$ cat src/rtl/key_event_sequencer.sv
// PS/2 scancode decoder: folds E0/F0 prefixes into make/break events, tracks the
// currently held key, and queues events in a first-word-fall-through FIFO.
module key_event_sequencer #(
  parameter int FIFO_DEPTH      = 4,
  parameter bit SUPPRESS_REPEAT = 1'b1
) (
  input  logic       PS2Clk,
  input  logic       rstn,
  input  logic [7:0] byte_in,
  input  logic       byte_valid,
  input  logic       byte_err,
  output logic [7:0] ev_code,
  output logic       ev_break,
  output logic       ev_ext,
  output logic       ev_valid,
  input  logic       ev_ready,
  output logic       key_held,
  output logic [8:0] held_code,
  output logic       ovf,
  output logic       rx_err,
  input  logic       flag_clr
);

  localparam int            AW    = $clog2(FIFO_DEPTH);
  localparam logic [AW:0]   DEPTH = (AW+1)'(FIFO_DEPTH);

  typedef enum logic [1:0] {IDLE, PFX_E0, PFX_F0, PFX_E0F0} state_e;

  typedef struct packed {
    logic       ext;
    logic       brk;
    logic [7:0] code;
  } event_t;

  state_e        state_q, state_d;
  logic          dec_vld;
  event_t        dec_ev;
  logic          is_pfx;
  logic          good_byte;

  assign is_pfx    = (byte_in == 8'hE0) || (byte_in == 8'hF0);
  assign good_byte = byte_valid && !byte_err;

  // ---------------- decoder FSM ----------------
  always_ff @(posedge PS2Clk or negedge rstn) begin
    if (!rstn) state_q <= IDLE;
    else       state_q <= state_d;
  end

  always_comb begin
    state_d = state_q;
    if (byte_valid) begin
      if (byte_err) begin
        state_d = IDLE;
      end else begin
        unique case (state_q)
          IDLE:    state_d = (byte_in == 8'hE0) ? PFX_E0 :
                             (byte_in == 8'hF0) ? PFX_F0 : IDLE;
          PFX_E0:  state_d = (byte_in == 8'hF0) ? PFX_E0F0 :
                             (byte_in == 8'hE0) ? PFX_E0 : IDLE;
          PFX_F0,
          PFX_E0F0: state_d = IDLE;
          default: state_d = IDLE;
        endcase
      end
    end
  end

  // A non-prefix byte always terminates a sequence; the state says which kind.
  always_comb begin
    dec_vld     = good_byte && !is_pfx;
    dec_ev.code = byte_in;
    dec_ev.ext  = (state_q == PFX_E0) || (state_q == PFX_E0F0);
    dec_ev.brk  = (state_q == PFX_F0) || (state_q == PFX_E0F0);
  end

  // ---------------- held-key tracking ----------------
  logic       key_held_q, key_held_d;
  logic [8:0] held_code_q, held_code_d;
  logic       push;
  logic [8:0] dec_key;

  assign dec_key = {dec_ev.ext, dec_ev.code};

  always_comb begin
    push        = 1'b0;
    key_held_d  = key_held_q;
    held_code_d = held_code_q;
    if (dec_vld) begin
      if (!dec_ev.brk) begin
        if (!(SUPPRESS_REPEAT && key_held_q && (dec_key == held_code_q))) begin
          push        = 1'b1;
          key_held_d  = 1'b1;
          held_code_d = dec_key;
        end
      end else begin
        push = 1'b1;
        if (dec_key == held_code_q) key_held_d = 1'b0;
      end
    end
  end

  always_ff @(posedge PS2Clk or negedge rstn) begin
    if (!rstn) begin
      key_held_q  <= 1'b0;
      held_code_q <= '0;
    end else begin
      key_held_q  <= key_held_d;
      held_code_q <= held_code_d;
    end
  end

  // ---------------- event FIFO ----------------
  event_t        mem_q [FIFO_DEPTH];
  event_t        mem_d [FIFO_DEPTH];
  logic [AW-1:0] wr_ptr_q, wr_ptr_d, rd_ptr_q, rd_ptr_d;
  logic [AW:0]   count_q, count_d;
  logic          pop, full, wr_en, drop;
  logic          ovf_q, ovf_d, rx_err_q, rx_err_d;

  assign pop   = (count_q != '0) && ev_ready;
  assign full  = (count_q == DEPTH);
  // A pop in the same cycle frees the slot, so a full FIFO still accepts.
  assign wr_en = push && (!full || pop);
  assign drop  = push && full && !pop;

  always_comb begin
    mem_d = mem_q;
    if (wr_en) mem_d[wr_ptr_q] = dec_ev;
    wr_ptr_d = wr_ptr_q + AW'(wr_en);
    rd_ptr_d = rd_ptr_q + AW'(pop);
    count_d  = count_q + (AW+1)'(wr_en) - (AW+1)'(pop);
  end

  // Setting events take priority over flag_clr.
  always_comb begin
    ovf_d    = drop ? 1'b1 : (flag_clr ? 1'b0 : ovf_q);
    rx_err_d = (byte_valid && byte_err) ? 1'b1 : (flag_clr ? 1'b0 : rx_err_q);
  end

  always_ff @(posedge PS2Clk or negedge rstn) begin
    if (!rstn) begin
      for (int i = 0; i < FIFO_DEPTH; i++) mem_q[i] <= '0;
      wr_ptr_q <= '0;
      rd_ptr_q <= '0;
      count_q  <= '0;
      ovf_q    <= 1'b0;
      rx_err_q <= 1'b0;
    end else begin
      mem_q    <= mem_d;
      wr_ptr_q <= wr_ptr_d;
      rd_ptr_q <= rd_ptr_d;
      count_q  <= count_d;
      ovf_q    <= ovf_d;
      rx_err_q <= rx_err_d;
    end
  end

  // Head fields are zeroed while empty so stale entries never leak out.
  event_t head;
  assign head      = mem_q[rd_ptr_q];
  assign ev_valid  = (count_q != '0);
  assign ev_code   = ev_valid ? head.code : 8'h00;
  assign ev_break  = ev_valid & head.brk;
  assign ev_ext    = ev_valid & head.ext;
  assign key_held  = key_held_q;
  assign held_code = held_code_q;
  assign ovf       = ovf_q;
  assign rx_err    = rx_err_q;

endmodule

$ cat config.mk
export PLATFORM = sky130hd
export DESIGN_NAME = key_event_sequencer
export DESIGN_NICKNAME = d
export VERILOG_FILES = /design/src/rtl/key_event_sequencer.sv
export SDC_FILE = /design/constraint.sdc
export NUM_CORES = 1
export LEC_CHECK = 0
export BUFFER_PORTS_ARGS = -buffer_cell sky130_fd_sc_hd__buf_2
export CORE_MARGIN = 2
export CORE_UTILIZATION = 40
export DETAILED_ROUTE_END_ITERATION = 8
export PLACE_DENSITY = 0.54
export SYNTH_ARGS = -nofsm -noshare
export SYNTH_HDL_FRONTEND = slang
export SYNTH_SLANG_ARGS = --single-unit
export TNS_END_PERCENT = 100
$ cat constraint.sdc
create_clock -name PS2Clk -period 5 [get_ports PS2Clk]
set_input_delay 0.5 -clock PS2Clk [delete_from_list [all_inputs] [get_ports PS2Clk]]
set_output_delay 0.5 -clock PS2Clk [all_outputs]
set_load 0.005 [all_outputs]
Word level (Yosys, flattened, before mapping). Index checks and enable logic that the tools add are counted.

Output and inout bits: 23. Word-level logic and storage cells: 88. Bits of input ports: 14. Register bits after elaboration: 61.

Reduce and logical (&&, ||, !) cells: 24. Equality and inequality tests: 9. Bitwise gates (word level): 6. Add/sub/neg operators: 4. Mux-type cells: 22. $lt $le $gt $ge: 3.

Operators by type and width (number): $bwmux 40 (1); $mux 10 (3); $bmux 10 s2 (1); $demux 10 s2 (1); $eq 8x8->1 const B (2); $mux 1 (10); $eq 9x9->1 (1); $logic_and 1x1->1 (9); $mux 2 (4); $mux 8 (1); $ge 3x3->1 const B (2); $not 2->3 (2); $pmux 2 s3 (1); $reduce_and 3->1 (2); $add 2x1->2 (2); $eq 2x2->1 const B (2); $logic_not 1->1 (4); $logic_or 1x1->1 (4); $reduce_bool 2->1 (2); $add 3x1->3 (1); $eq 3x3->1 const B (1); $lt 3x1->1 const B (1); $reduce_bool 3->1 (1); $sub 3x1->3 (1); other kinds (7) (9).

Logic depth before layout (Yosys ltp). Gate-level depths: netlist of run 1.

Depth in word-level cells: 10. Depth in mapped cells: 12. Mapped depth without buffers: 11.

Least setup slack after synthesis of run 1. OpenSTA, ideal clock, no wires.

Path kind: input port to flip-flop. From: in byte_in[4]. To: reg count_q[2]. Path buffers: 1. Data required time: 4.875 ns. Arrival time: 2.478 ns. Cell stages on the path: 12. Setup slack: 2.397 ns. Library setup time: 0.125 ns. Path through: buf_2 xor2_1 nor3_1 nand4_4 nand2_1 ha_1 inv_1 ha_1 inv_1 fa_1 xnor2_1 xnor2_1.

Word-level cells in the longest chain between the ends: 8. Elaborated cells between the ends (all ways): 13. Those cells by class: add/sub: 2; eq/ne: 3; mux: 3; reduce/logical: 5.

Ends and longest elaborated chain: start: declaration (line 9) `input logic [7:0] byte_in,`; $eq 9x9->1 or $eq 8x8->1 (tied branches) (line 91, 41); $logic_and 1x1->1 or $logic_or 1x1->1 (tied branches) (line 91, 41); $mux 1 or $logic_not 1->1 (tied branches) (line 91, 71); $mux 1 or $logic_and 1x1->1 (tied branches) (line 90, 71); $mux 1 (*) (line 89) `if (dec_vld) begin`; $logic_and 1x1->1 (*) (line 124) `assign wr_en = push && (!full || pop);`; $add 3x1->3 (*) (line 132) `count_d = count_q + (AW+1)'(wr_en) - (AW+1)'(pop);`; $sub 3x1->3 (*) (line 132); net count_d[2] (line 117) `logic [AW:0] count_q, count_d;`; end signal: assignment (line 153) `count_q <= count_d;`; end: declaration (line 117).

The timed path passes the listed nets; every way through them passes the cells marked *. A chain may end at the register's enable or synchronous reset.

Worst setup path after layout of run 1.
From: reg count_q[1]. To: reg count_q[2].

Word-level cells in the longest chain between the ends: 6. Elaborated cells between the ends (all ways): 8. Those cells by class: add/sub: 2; eq/ne: 1; reduce/logical: 5.

Ends and longest elaborated chain (line): $eq 3x3->1 or $reduce_bool 3->1 (tied branches) (122, 121); $logic_not 1->1 or $logic_and 1x1->1 (tied branches) (124, 121); $logic_or 1x1->1 (124); $logic_and 1x1->1 (124); $add 3x1->3 (132); $sub 3x1->3 (*) (132); net count_d[2] (117).

Marked as above.

==> results of run 1 <==
==> sequential cells by signal (all words and copies together), names as in the netlist <==
register / cells
rx_err: 1
key_held: 1
held_code: 9
mem_q: 40
count_q: 3
state_q: 2
wr_ptr_q: 2
ovf: 1
rd_ptr_q: 2
==> cell usage after synthesis (all sizes together) <==
library cell	instances	area, um^2
and4	1	8.76
inv	14	52.6
ha	4	50.1
xor2	9	78.8
nor2b	11	68.8
a21oi	3	26.3
nor4b	1	8.76
clkbuf	3	12.5
o21bai	1	7.51
or3	1	6.26
nor3b	1	7.51
nand3	1	17.5
a221oi	2	30.0
fa	1	20.0
nand4b	2	30.0
o21ai	2	10.0
dfrtp	61	1530
nand2b	3	26.3
a41o	1	10.0
nand2	4	15.0
xnor2	2	17.5
mux2i	2	20.0
buf	5	37.5
nand4	4	55.1
mux2	47	631
mux4	10	225
o22ai	2	12.5
nor3	3	20.0
nor2	4	22.5
==> logic make-up after synthesis <==
logic type | after synthesis
xor gates and xnor gates | 11
DFF | 61
AOI/OAI and AO/OA | 11
adders and majority gates | 5
muxes | 59
buffers and inverters | 22
and+or+nand+nor | 36
==> power groups by stage <==
stage	Sequential (mW)	Combinational, mW	Clock, mW
floorplan	0.777	0.555	0
global placement	0.861	0.681	0
detailed placement	0.859	0.692	0
CTS	0.853	0.693	0.491
global route	0.880	0.750	0.517
finish	0.850	0.678	0.477
==> path summary, 6_finish.rpt <==
path | start | end | slack (ns) | cells past startpoint
max reg2reg | count_q[1]$_DFF_PN0_ | count_q[2]$_DFF_PN0_ | 2.35 | 10
max in group asynchronous | rstn | wr_ptr_q[0]$_DFF_PN0_ | 4.14 | 2
min | rstn | mem_q[26]$_DFFE_PN0P_ | 0.33 | 2
max | count_q[1]$_DFF_PN0_ | count_q[2]$_DFF_PN0_ | 2.35 | 10
min in group PS2Clk | flag_clr | rx_err$_DFFE_PN0P_ | 0.37 | 2
min reg2reg | mem_q[7]$_DFFE_PN0P_ | mem_q[7]$_DFFE_PN0P_ | 0.49 | 1
==> through the flow <==
| stage | total power [mW] | hold WS, ns | util [%] | worst slack, ns |
|---|---|---|---|---|
| after floorplan | 1.33 | 0.204 | - | 2.40 |
| after global placement | 1.54 | 0.481 | 45.3 | 2.24 |
| after detailed placement | 1.55 | 0.481 | 45.3 | 2.20 |
| after CTS | 2.04 | 0.357 | 48.3 | 2.30 |
| after global routing | 2.15 | 0.396 | 48.3 | 2.14 |
| final | 2.01 | 0.331 | 48.3 | 2.35 |
==> layout make-up <==
type | instances | area share, %
timing repair buffer | 38 | 5.52
clock buffer | 9 | 3.50
tap | 99 | 3.50
clock inverter | 7 | 2.55
inverter | 14 | 1.49
multi-input combinational | 122 | 40.3
sequential | 61 | 43.2
==> worst reg2reg max path, delay by kind of cell (launching register included) <==
family	cells	cell delay, ns
flip-flops	1	0.44
XOR/XNOR	2	0.26
AND/OR/NAND/NOR	3	1.00
buffers and inverters	2	0.10
adder cells (fa/ha/maj)	3	0.72
==> routing by layer <==
metal  GRT usage [%]  routed length (um)  vias up
li1                -                   -      810
met1            24.8                3140      906
met2            24.3                2790       47
met3            4.23                 251        8
met4            4.92                  72        0
met5               0                   0        -
==> impl_results.md, run 1 <==
- Outcome: finished clean
- Multi-input logic area: 1430 um^2
- Combinational power share: 33.8%
- Pint: 1.41 mW
- Row Count: 31
- Setup bufs post-CTS: 0
- Clock power share: 23.8%
- DR WL/cell: 17.9 um
- Req. time, crit path: 5.21 ns
- Post-synthesis cell count: 205
- NetSw: 0.599 mW
- DR vias/cell: 5.06
- Pin count of the biggest net entering global routing: 62
- Seq/Total Area, Yosys: 50.0%
- Synth Area in Simple Gates: 9.38%
- Core Region: 7330 um^2
- Initial DRC Count: 109
- CP max stage cell: nor4b_1
- Final Cycle Share: 52.9%
- Post-route setup TNS: 0 ns
- Highest Clock Rate: 378 MHz
- Synth Area in Compound Gates: 3.15%
- CP Class: reg -> reg
- Die W: 91.4 um
- Arrival time worst endpoint: 2.86 ns
- Commonest non-fill, non-tap cell in the layout: dfrtp_1
- Worst Path Max Fanout: 5
- Final hold vios: 0
- Placer Congestion: 0.694
- Nets: 265
- CTS tree: yes
- Fin cells: 350
- IR drop worst, VDD: 0.000197 V
- Cell Chain, Critical Path: nor4b_1 -> nor2_4 -> nand2_1 -> ha_1 -> inv_1 -> ha_1 -> inv_1 -> fa_1 -> xnor2_1 -> xnor2_1
- GRT Residual Overflow: 0
- FF+latch area: 1530 um^2
- Worst path bufs/invs: 2
- Share of synthesized area spent on multiplexers: 28.7%
- Port Buffers: 36
- Clk root buf: clkbuf_8
- DRC: 0
- Routed Antenna Nets: 0
- Yosys warns: 0
- Initial core utilization: 41.7%
- Vias in the first global route: 1890
- Layout area overhead: 15.8%
- Slowest stage delay, CP: 0.69 ns
- Endpoint type of the worst setup path: flop
- Avg Inst Size Synth: 14.9 um^2
- Seq pwr share: 42.4%
- HPWL Detailed: 4.08 mm
- Routed WL: 6.25 mm
- Height of the chip: 91.4 um
- Ant diodes: 0
- GRT Total Usage: 16.8%
- Htree depth: 3
- Combinational family with the most area after synthesis: multiplexers
- Share of cells above drive strength 1: 47.4%
- Num ports: 37
- Detailed Routing Iterations Pass 1: 6
- Hold_buf cts: 0
- Most frequent cells in the layout: 61 x dfrtp_1, 36 x buf_2, 27 x mux2_4, 17 x mux2_2, 14 x inv_1
- Worst-skew pair later-pin latency: 0.33 ns
- Sw frac: 29.9%
- Post-Synth XOR/XNOR Area: 3.15%
- First-pass GRT wire length: 10.8 mm
- CTS Buf Count: 9
- Synth Net Count: 224
- Max_cap viols: 0
- Worst setup SP type: flop
- Worst Clk Skew: 0.00730 ns
- Post-route cell area: 3540 um^2
- Power per cell area: 567 nW/um^2
- Clk buf depth: 2
- Initial antenna violation count: 0
- Worst Max-Slew Pin Slew: 0.792 ns
- Slew HR: 47.2%
- Reg clk slew, reported paths: 0.07 ns
- Via count: 1771
- Min Tclk post-route: 2.65 ns
- Synthesized cell area: 3050 um^2
- Final Max Tran Viols: 0
- Sink Count: 61
- Synth unique cells: 38
- RSZ-0062 raised after global routing: false
- Die Footprint: 8350 um^2
- CP top delay family: simple AND/OR/NAND/NOR gates
- Setup violators final: 0
- Placed Instances: 334
- Post-CTS resize count: 0
- Final-layout fill cell count: 650
- Dpl cell area: 3320 um^2
- Leakage power: 1.68 nW
- Min-Delay Path Class: in -> async
- Post-Synth Adder-Cell Area: 2.29%
- Synth Register Bits: 61
(Power assumes the default switching activity.)
==> inputs of run 2 (changes only) <==
PLACE_DENSITY = 0.57   (was 0.54)
clock period = 2.2 ns   (was 5 ns; I/O delays follow)
==> impl_results.md, run 2 (synthesis results as in run 1) <==
- Share of cells above drive strength 1: 57.6%
- Via count: 1902
- Ant diodes: 0
- Multi-input logic area: 1500 um^2
- Worst Clk Skew: 0.00930 ns
- Register-to-Register Path Depth: 12
- Reg clk slew, reported paths: 0.07 ns
- Sw frac: 29.1%
- Detailed Routing Iterations Pass 1: 4
- Worst path bufs/invs: 3
- GRT Total Usage: 17.4%
- CP Class: reg -> reg
- Row Count: 31
- Vias in the first global route: 2015
- Layout area overhead: 29.3%
- Placer Congestion: 0.786
- Final-layout fill cell count: 621
- Core Region: 7330 um^2
- GR Util met2: 24.8%
- Pint: 3.40 mW
- FF+latch area: 1530 um^2
- Die W: 91.4 um
- CP top delay family: adder cells
- Reg-to-reg endpoint: count_q[2]$_DFF_PN0_
- Pin count of the biggest net entering global routing: 34
- Initial core utilization: 41.7%
- Hold-critical path depth: 2
- DR vias/cell: 4.91
- Cell Chain, Critical Path: xor2_2 -> a221oi_2 -> buf_4 -> nand4_4 -> nand2_4 -> ha_4 -> inv_4 -> ha_4 -> inv_2 -> fa_2 -> xnor2_2 -> xnor2_1
- FF-to-FF Start: held_code[2]$_DFFE_PN0P_
- Commonest non-fill, non-tap cell in the layout: dfrtp_1
- GRT met1 Usage: 25.5%
- Final Cycle Share: 102%
- Routed Antenna Nets: 0
- DR WL/cell: 16.9 um
- Req. time, crit path: 2.42 ns
- Nets: 302
- Worst Max-Slew Pin Slew: 0.709 ns
- HPWL Detailed: 4.63 mm
- Arrival time worst endpoint: 2.46 ns
- Top reg by flops: mem_q
- Final hold vios: 0
- Final Max Tran Viols: 0
- R2r setup slk: -0.04 ns
- Max FFs per register: 40
- IR drop worst, VDD: 0.000433 V
- GRT busiest layer: met1
- Port Buffers: 36
- Failing checks: negative setup slack
- Power per cell area: 1210 nW/um^2
- Clk root buf: clkbuf_8
- Fin cells: 387
- Slew HR: 52.8%
- Die Footprint: 8350 um^2
- CP max stage cell: dfrtp_1
- Final core utilization: 53.8%
- Grt met3 use: 3.07%
- Setup violators final: 1
- Initial DRC Count: 62
- GRT Residual Overflow: 0
- Worst setup SP type: flop
- NetSw: 1.39 mW
- Num ports: 37
- Worst Path Max Fanout: 2
- Placed Instances: 365
- Height of the chip: 91.4 um
- Most frequent cells in the layout: 60 x dfrtp_1, 36 x buf_2, 35 x buf_4, 27 x mux2_4, 17 x mux2_2
- First-pass GRT wire length: 10.9 mm
- Max_cap viols: 0
- Initial antenna violation count: 0
- CTS Buf Count: 9
- Clk buf depth: 2
- Endpoint type of the worst setup path: flop
- Final WS setup: -0.0388 ns
- Htree depth: 3
- Hold Startpoint: flag_clr
- Worst-skew pair later-pin latency: 0.34 ns
- Seq pwr share: 39.0%
- Highest Clock Rate: 447 MHz
- Combinational power share: 37.7%
- Clock power share: 23.3%
- Hold Path Sink: ovf$_DFFE_PN0P_
- Min-Delay Path Class: in -> reg
- Leakage power: 1.90 nW
- Routed WL: 6.55 mm
- Crit path top cell by count: ha_4
- Slowest stage delay, CP: 0.41 ns
- DRC: 0
- Sink Count: 61
- RSZ-0062 raised after global routing: true
- CTS tree: yes
- Min Tclk post-route: 2.24 ns
- Outcome: complete, but fails checks
-- run 2: cell type report --
| class | instances | area share, % |
|---|---|---|
| sequential | 61 | 38.7 |
| multi-input combinational | 122 | 37.9 |
| timing repair buffer | 75 | 13.0 |
| clock buffer | 14 | 4.88 |
| tap | 99 | 3.14 |
| inverter | 14 | 1.39 |
| clock inverter | 2 | 0.951 |
-- run 2: metrics by stage --
| stage | setup WS, ns | cell area [um^2] | total power, mW | TNS (ns) | hold slack (ns) |
|---|---|---|---|---|---|
| floorplan | -0.0943 | 3100 | 3.07 | -0.123 | -0.0756 |
| global placement | -0.0497 | 3630 | 3.63 | -0.0497 | 0.309 |
| detailed placement | -0.0882 | 3630 | 3.69 | -0.0915 | 0.306 |
| CTS | -0.0575 | 3910 | 4.86 | -0.0575 | 0.0706 |
| global route | -0.123 | 3950 | 5.13 | -0.142 | 0.0899 |
| finish | -0.0388 | 3950 | 4.79 | -0.0388 | 0.0922 |
-- run 2: worst max path at each step --
stage,endpoint,from,depth (start not counted)
after floorplan,count_q[2]$_DFF_PN0_,held_code[2]$_DFFE_PN0P_,11
after global placement,count_q[2]$_DFF_PN0_,state_q[0]$_DFFE_PN0P_,12
after detailed placement,count_q[2]$_DFF_PN0_,state_q[0]$_DFFE_PN0P_,12
after CTS,count_q[2]$_DFF_PN0_,held_code[2]$_DFFE_PN0P_,12
after global routing,count_q[2]$_DFF_PN0_,held_code[2]$_DFFE_PN0P_,12
final,count_q[2]$_DFF_PN0_,held_code[2]$_DFFE_PN0P_,12
-- run 2: power by group through the flow --
stage / registers, mW / clock network [mW] / logic (mW)
final: 1.87 / 1.12 / 1.81
after CTS: 1.87 / 1.15 / 1.83
after detailed placement: 1.89 / 0 / 1.80
after global placement: 1.87 / 0 / 1.76
after floorplan: 1.78 / 0 / 1.29
after global routing: 1.93 / 1.21 / 1.99
-- run 2: repair_timing --
action / 4_1_cts / 5_1_grt
setup endpoints to repair: 2 / 2
gates resized for setup: 1 / 5
hold buffers: 1 / 0
pin swaps: 3 / 2
buffers inserted: 3 / 2
endpoints found under the hold margin: 28 / 0
-- run 2: per-layer routing --
metal	part of all wire [%]	routed length, um	up-vias
li1	-	-	887
met1	48	3150	961
met2	46	3040	42
met3	3.0	196	12
met4	2.6	172	0
met5	0	0	-
